[config.mk]
export PLATFORM = sky130hd
export DESIGN_NAME = demux1in2_16bit
export DESIGN_NICKNAME = d
export VERILOG_FILES = /design/src/rtl/demux1in2_16bit.sv
export SDC_FILE = /design/constraint.sdc
export NUM_CORES = 1
export LEC_CHECK = 0
export BUFFER_PORTS_ARGS = -buffer_cell sky130_fd_sc_hd__buf_4
export CORE_UTILIZATION = 40
export DETAILED_ROUTE_END_ITERATION = 6
export PLACE_DENSITY = 0.71
export SYNTH_ARGS = -nofsm -noshare
export SYNTH_HDL_FRONTEND = slang
export SYNTH_SLANG_ARGS = --single-unit
[constraint.sdc]
create_clock -name Clock -period 4.5 [get_ports Clock]
set_input_delay 0.225 -clock Clock [delete_from_list [all_inputs] [get_ports Clock]]
set_output_delay 0.225 -clock Clock [all_outputs]
set_load 0.005 [all_outputs]
[src/rtl/demux1in2_16bit.sv]
// Registered 1-to-2 demultiplexer with valid/ready flow control and a 2-entry FIFO per destination.
// Optional macro DEMUX_PARITY_EN stores the even parity of each word in bit WIDTH.
module demux1in2_16bit #(
    parameter int unsigned WIDTH = 16
) (
    input  logic             Clock,
    input  logic             Reset_n,
    input  logic [WIDTH-1:0] Hyrja,
    input  logic             Zgjedhja,
    input  logic             Hyrja_valid,
    output logic             Hyrja_ready,
    output logic [WIDTH:0]   Dalja0,
    output logic [WIDTH:0]   Dalja1,
    output logic             Dalja0_valid,
    output logic             Dalja1_valid,
    input  logic             Dalja0_ready,
    input  logic             Dalja1_ready,
    output logic [7:0]       Numri0,
    output logic [7:0]       Numri1
);

    typedef enum logic [1:0] {StEmpty = 2'b00, StOne = 2'b01, StTwo = 2'b10} occ_e;

    logic                  par;
    logic [WIDTH:0]        word;
    logic [1:0]            full;
    logic [1:0]            push;
    logic [1:0]            pop;
    logic [1:0]            out_ready;
    logic [1:0]            out_valid;
    logic [1:0][WIDTH:0]   head_out;
    logic [1:0][7:0]       cnt_out;

`ifdef DEMUX_PARITY_EN
    assign par = ^Hyrja;
`else
    assign par = 1'b0;
`endif

    assign word        = {par, Hyrja};
    assign out_ready   = {Dalja1_ready, Dalja0_ready};
    // Ready looks only at the selected buffer's occupancy, never at Hyrja_valid.
    assign Hyrja_ready = ~full[Zgjedhja];

    for (genvar g = 0; g < 2; g++) begin : g_lane
        occ_e           occ_q, occ_d;
        logic [WIDTH:0] head_q, head_d;
        logic [WIDTH:0] tail_q, tail_d;
        logic [7:0]     cnt_q;

        assign full[g]      = (occ_q == StTwo);
        assign push[g]      = Hyrja_valid & Hyrja_ready & (Zgjedhja == 1'(g));
        assign pop[g]       = (occ_q != StEmpty) & out_ready[g];
        assign out_valid[g] = (occ_q != StEmpty);
        assign head_out[g]  = head_q;
        assign cnt_out[g]   = cnt_q;

        always_comb begin
            occ_d  = occ_q;
            head_d = head_q;
            tail_d = tail_q;
            case (occ_q)
                StEmpty: begin
                    if (push[g]) begin
                        head_d = word;
                        occ_d  = StOne;
                    end
                end
                StOne: begin
                    unique case ({push[g], pop[g]})
                        2'b10: begin
                            tail_d = word;
                            occ_d  = StTwo;
                        end
                        2'b01: occ_d = StEmpty;
                        2'b11: head_d = word;
                        default: ;
                    endcase
                end
                StTwo: begin
                    if (pop[g]) begin
                        head_d = tail_q;
                        occ_d  = StOne;
                    end
                end
                default: occ_d = StEmpty;
            endcase
        end

        always_ff @(posedge Clock or negedge Reset_n) begin
            if (!Reset_n) begin
                occ_q  <= StEmpty;
                head_q <= '0;
                tail_q <= '0;
                cnt_q  <= '0;
            end else begin
                occ_q  <= occ_d;
                head_q <= head_d;
                tail_q <= tail_d;
                if (pop[g]) begin
                    cnt_q <= cnt_q + 8'd1;
                end
            end
        end
    end

    assign Dalja0       = head_out[0];
    assign Dalja1       = head_out[1];
    assign Dalja0_valid = out_valid[0];
    assign Dalja1_valid = out_valid[1];
    assign Numri0       = cnt_out[0];
    assign Numri1       = cnt_out[1];

endmodule

==> out/metrics.cfg, run 1 <==
[sta]
fin_setup_tns_ps = 0
slew_viol_final = 0
fmax_mhz = 405.1
tightest_slew_ps = 1078
fin_crit_sh_pct = 54.86
rsz0062_at_grt = no
skew_ps = 9.715
hold_ws_ps = 57.66
fin_crit_ps = 2469
slew_headroom_pct = 27.82
hold_viol_final = 0
finalSetupViolations = 0

[detailed_routing]
drtIter0Drc = 64
viasPerCell = 4.846
wl_met2_um = 3269
drt_wl_total_um = 7201
drtPass1Iterations = 4
drtAntennaViolNets = 0
top_layer_used = met4
route.vias.total = 2292
wl_met3_um = 370
met1_length_um = 3432
wl_per_cell_um = 15.22
drc = 0

[floorplanning]
die_x_um = 99.93
die_h_um = 99.93
core.rowCount = 35
die_area_um2 = 9986
start_util_pct = 41.32
ios = 75
core_area_um2 = 9284

[finish]
stdcell_area_um2 = 4646
nFillCells = 851
seqCellArea_um2 = 2102
layout.nets = 363
most-common-layout-cells = mux2_2 (95), dfrtp_1 (84), buf_4 (72)
drive_above_1_share_pct = 56.98
syn_to_final_growth_pct = 21.10
layout_commonest_cell = mux2_2
instances_no_fill = 473
multi_input_area_um2 = 1629
n_antenna_cell = 0

[power]
pwr_density_cell_nw_per_um2 = 499.6
p_clk_share_pct = 24.2
seqPwrFrac_pct = 49.9
combPwrFrac_pct = 25.9
p_int_mw = 1.670
switching_share_pct = 28.08
p_total_mw = 2.321
p_sw_mw = 0.6517
irDropWorstVdd_mv = 0.3212
p_leak_nw = 2.075

[clock_network]
cts_tree = done
numCtsBuffers = 9
cts_setup_buffers = 0
cts-root-buf = clkbuf_8
clk_pin_slew_worst_paths_ps = 90
cts-resized-gates = 0
hold_buffers = 0
clock_path_buffers = 2
cts.htree.levels = 3
cts.sinks = 84
clk_latency_ps = 350

[worst_setup_path]
r2r_start = g_lane[1].occ_q[1]
arrival_ps = 2240
r2r-end = Dalja1[1]
path_max_fanout = 18
rrSetupSlack_ps = 2200
required_ps = 4280
start_kind = flop
critPathKind = flop to output port
critPathCaptureType = output port
rr_worst_depth = 3

[placement]
dpl.cell_count = 457
port_buffers = 72
place_area_um2 = 4437
place_congestion = 0.7237
hpwl_um = 4539

[synthesis]
ys_seq_area_share_pct = 54.79
syn_avg_cell_area_um2 = 14.31
synth_area_um2 = 3836
synth.distinct_cells = 35
synthCells = 268
yosys_warnings = 0
synth-seq-cells = 84

[job]
drv_cap = 0

[grt]
grt_pass1_vias = 2318
grt_pass1_wl_um = 11620
grt_antenna_before_repair = 0
grt_max_degree = 85
grt-ovfl-total = 0
grt_usage_pct = 15.26

[status]
status = finished clean

[min_path]
hp-class = input port to asynchronous set/reset pin

==> worst max-delay path, stage by stage, from the launching register on <==
cell and delay, ps:
dfrtp_1 600, nor2b_2 910, mux2i_1 190, buf_4 200
==> area by class of cell <==
| class | count | area share (%) |
|---|---|---|
| Clock buffer | 10 | 2.963 |
| Sequential cell | 84 | 45.25 |
| Multi-Input combinational cell | 171 | 35.07 |
| Tap cell | 129 | 3.474 |
| Inverter | 1 | 0.08080 |
| Timing Repair Buffer | 72 | 11.63 |
| Clock inverter | 6 | 1.535 |
==> layer usage <==
layer | vias to the layer above | global-route usage, %
met3 | 13 | 3.830
met2 | 55 | 23.50
met5 | - | 0
li1 | 1078 | -
met1 | 1146 | 20.62
met4 | 0 | 6.335
==> metrics by stage <==
step	worst slack, ps	util, %
detailed placement	2210	47.79
floorplan	2925	-
finish	2031	50.04
global placement	2225	47.79
global route	1900	50.04
CTS	2011	50.04
==> how the worst max path moves through the flow <==
stage | start | endpoint | slack, ps | cells after the start
final | g_lane[1].occ_q[1] | Hyrja_ready | 2030 | 3
after global routing | g_lane[1].occ_q[1] | Hyrja_ready | 1900 | 3
after CTS | g_lane[1].occ_q[1] | Hyrja_ready | 2010 | 3
after detailed placement | g_lane[1].occ_q[1] | Dalja1[11] | 2210 | 3
after global placement | g_lane[1].occ_q[1] | Dalja1[1] | 2230 | 3
after floorplan | g_lane[1].occ_q[0] | g_lane[1].tail_q[10] | 2920 | 4
==> kinds of logic after synthesis <==
kind of cell,count (synthesis),share of synthesized area (%)
multiplexers,100,29.26
flip-flops,84,54.79
AND/OR/NAND/NOR,42,6.457
XOR/XNOR,14,3.196
buffers and inverters,14,2.968
AO/OA/AOI/OAI,11,2.577
adder cells (fa/ha/maj),2,0.6522
other,1,0.09775
==> Yosys cell counts, drive strengths merged <==
cell     n  area share, %
o21ai    1           0.13
clkbuf   1           0.13
mux2    97             28
nand2   14            1.5
ha       2           0.65
nor4     1           0.16
dfrtp   84             55
nor2b    5            1.1
xnor2    6            1.4
xor2     8            1.8
o31ai    2            1.1
nor3b    2           0.82
conb     1          0.098
a31oi    1           0.16
or2      2           0.33
o22ai    2           0.33
o211ai   1           0.20
buf     12            2.7
inv      1          0.098
nor3     4           0.52
a21oi    2           0.26
nand2b   1           0.36
nand4    2           0.33
nand3b   2           0.39
o21a     2           0.39
nor2     6           0.59
mux2i    3           0.78
nand3    3           0.39
==> state kept, by name (all words and copies together) (netlist names) <==
register and flops:
g_lane.tail_q 32, Dalja0 16, Dalja1 16, Numri0 8, Numri1 8, g_lane.occ_q 4
==> power by group through the flow <==
stage / Sequential (mW) / Combinational, mW / Clock, mW
6_report: 1.16 / 0.602 / 0.561
5_1_grt: 1.19 / 0.663 / 0.609
4_1_cts: 1.16 / 0.613 / 0.583
3_5_place_dp: 1.17 / 0.612 / 0
3_3_place_gp: 1.16 / 0.597 / 0
2_1_floorplan: 1.15 / 0.328 / 0
Power figures use the tool's default switching activity.
==> run 2, diff against run 1 <==
==> constraint.sdc (replaced) <==
create_clock -name Clock -period 2.47 [get_ports Clock]
set_input_delay 0.1235 -clock Clock [delete_from_list [all_inputs] [get_ports Clock]]
set_output_delay 0.1235 -clock Clock [all_outputs]
set_load 0.005 [all_outputs]
==> run 2 against run 1 <==
First-iteration DRC count is 16% lower. Clock-buffer cell count is 1 lower. Register-to-register slack lost 1700 ps. Sequential power is 82% higher. Non-clock buffer count is 13 higher. Highest routed layer unchanged.
==> out/metrics.cfg, run 2 (synthesis gave the netlist of run 1 again) <==
[status]
status = finished clean

[detailed_routing]
drt_wl_total_um = 7288  ; +1.2%
drtPass1Iterations = 4  ; unchanged
drc = 0  ; unchanged
drtAntennaViolNets = 0  ; unchanged
wl_per_cell_um = 15.03  ; -1.3%
drtIter0Drc = 54  ; -16%
route.vias.total = 2352  ; +2.6%
viasPerCell = 4.849  ; about the same

[clock_network]
clock_path_buffers = 2  ; unchanged
cts.htree.levels = 3  ; unchanged
clk_latency_ps = 350  ; about the same
cts-root-buf = clkbuf_8
numCtsBuffers = 9  ; unchanged
cts.sinks = 84  ; unchanged
clk_pin_slew_worst_paths_ps = 90  ; about the same
cts_tree = done

[power]
p_leak_nw = 2.137  ; +3.0%
pwr_density_cell_nw_per_um2 = 879.7  ; +76%
p_total_mw = 4.181  ; +80%
irDropWorstVdd_mv = 0.4412  ; +37%

[sta]
fin_crit_sh_pct = 80.70
layout_setup_ws_ps = 476.8  ; -1554 ps
slew_headroom_pct = 32.76  ; +4.9 points
tightest_slew_ps = 1009  ; -69.14 ps
finalSetupViolations = 0  ; unchanged
slew_viol_final = 0  ; unchanged
fin_setup_tns_ps = 0  ; unchanged
skew_ps = 9.661  ; -0.05404 ps
rsz0062_at_grt = no
fmax_mhz = 501.7
hold_viol_final = 0  ; unchanged
fin_crit_ps = 1993

[placement]
place_congestion = 0.7379  ; +2.0%
post-place-ws_ps = 467.6  ; -1742 ps
port_buffers = 72  ; unchanged
dpl.cell_count = 463  ; +1.3%
hpwl_um = 4986  ; +9.8%

[worst_setup_path]
critPathTopFamily = compound AO/OA/AOI/OAI gates
crit_buf_inv = 0  ; -1
slowest_delay_ps = 930  ; +20 ps
required_ps = 2710  ; -1570 ps
crit_path_top_delay_cell = o31ai_4
critPathCaptureType = flop
critPathKind = flop to flop
cp_cell_sequence = o31ai_4 > mux2_2
path_max_fanout = 16  ; -2
arrival_ps = 2230  ; about the same
start_kind = flop

[floorplanning]
start_util_pct = 41.32  ; unchanged
core.rowCount = 35  ; unchanged
die_h_um = 99.93  ; unchanged
core_area_um2 = 9284  ; unchanged
ios = 75  ; unchanged
die_area_um2 = 9986  ; unchanged
die_x_um = 99.93  ; unchanged

[grt]
grt_antenna_before_repair = 0  ; unchanged
grt_max_degree = 46  ; -46%
grt_pass1_wl_um = 12310  ; +5.9%
grt_usage_pct = 16.23  ; +0.97 points
busiest_layer = met2
grt-ovfl-total = 0  ; unchanged
met2_usage_pct = 25.89  ; +2.4 points
grt.met3_usage_pct = 5.153  ; +1.3 points
gr-usage-met1_pct = 21.26  ; +0.64 points
grt_pass1_vias = 2363  ; +1.9%

[finish]
layout.nets = 376  ; +3.6%
syn_to_final_growth_pct = 23.91
n_antenna_cell = 0  ; unchanged
nFillCells = 838  ; -1.5%
layout_commonest_cell = mux2_2
drive_above_1_share_pct = 56.46  ; -0.52 points
top_register = g_lane.tail_q
instances_no_fill = 485  ; +2.5%
most-common-layout-cells = mux2_2 (95), dfrtp_1 (84), buf_4 (77)
largest_reg_flops = 32  ; unchanged

[job]
drv_cap = 0  ; unchanged

[min_path]
hp-class = input port to flop

==> run 2: final cells by class <==
class,instances,area (µm²),area share (%)
Clock buffer,9,123.9,2.606
Clock inverter,6,65.06,1.369
Inverter,1,3.754,0.07897
Multi-Input combinational cell,171,1629,34.27
Sequential cell,84,2102,44.22
Tap cell,129,161.4,3.396
Timing Repair Buffer,85,668.1,14.06
==> run 2: layer usage <==
| metal | share of wire (%) | wire length [µm] |
|---|---|---|
| met1 | 46 | 3367 |
| met2 | 48 | 3477 |
| met3 | 5.0 | 363 |
| met4 | 1.1 | 78 |
| met5 | 0 | 0 |
==> run 2: worst reg2reg max path, cell delays in order (launching register included) <==
cell and delay, ps:
dfrtp_1 530, o31ai_4 930, mux2_2 430
==> run 2: final timing paths <==
path	start	endpoint	slack, ps	depth (start not counted)
worst max-delay path	g_lane[1].occ_q[1]	Dalja1[4]	480	2
min in group asynchronous	Reset_n	Dalja1[13]	280	2
worst min-delay path	Hyrja[7]	g_lane[1].tail_q[7]	20	2
max in group asynchronous	Reset_n	Numri1[7]	1550	3
worst max register to register	g_lane[1].occ_q[1]	Dalja1[4]	480	2
worst min register to register	Numri0[7]	Numri0[7]	480	1
==> run 2: power by group <==
group          internal [mW]  switching [mW]  total, mW
registers               1.82           0.290       2.11
clock network          0.463           0.490      0.953
logic                  0.736           0.385       1.12
==> run 2: repair_timing <==
| item | in CTS | in global routing |
|---|---|---|
| hold buffers | 6 | 1 |
| resized for setup | 0 | 0 |
| endpoints found under the hold margin | 45 | 1 |
| buffers inserted | 0 | 0 |
==> run 2: per-stage QoR <==
step | util, % | cell area, µm² | hold slack [ps]
after floorplan | - | 3840 | -172.1
after global placement | 48.41 | 4494 | 135.5
after detailed placement | 48.41 | 4494 | 136.3
after CTS | 51.09 | 4743 | 0.02576
after global routing | 51.20 | 4753 | 5.382
final | 51.20 | 4753 | 23.31
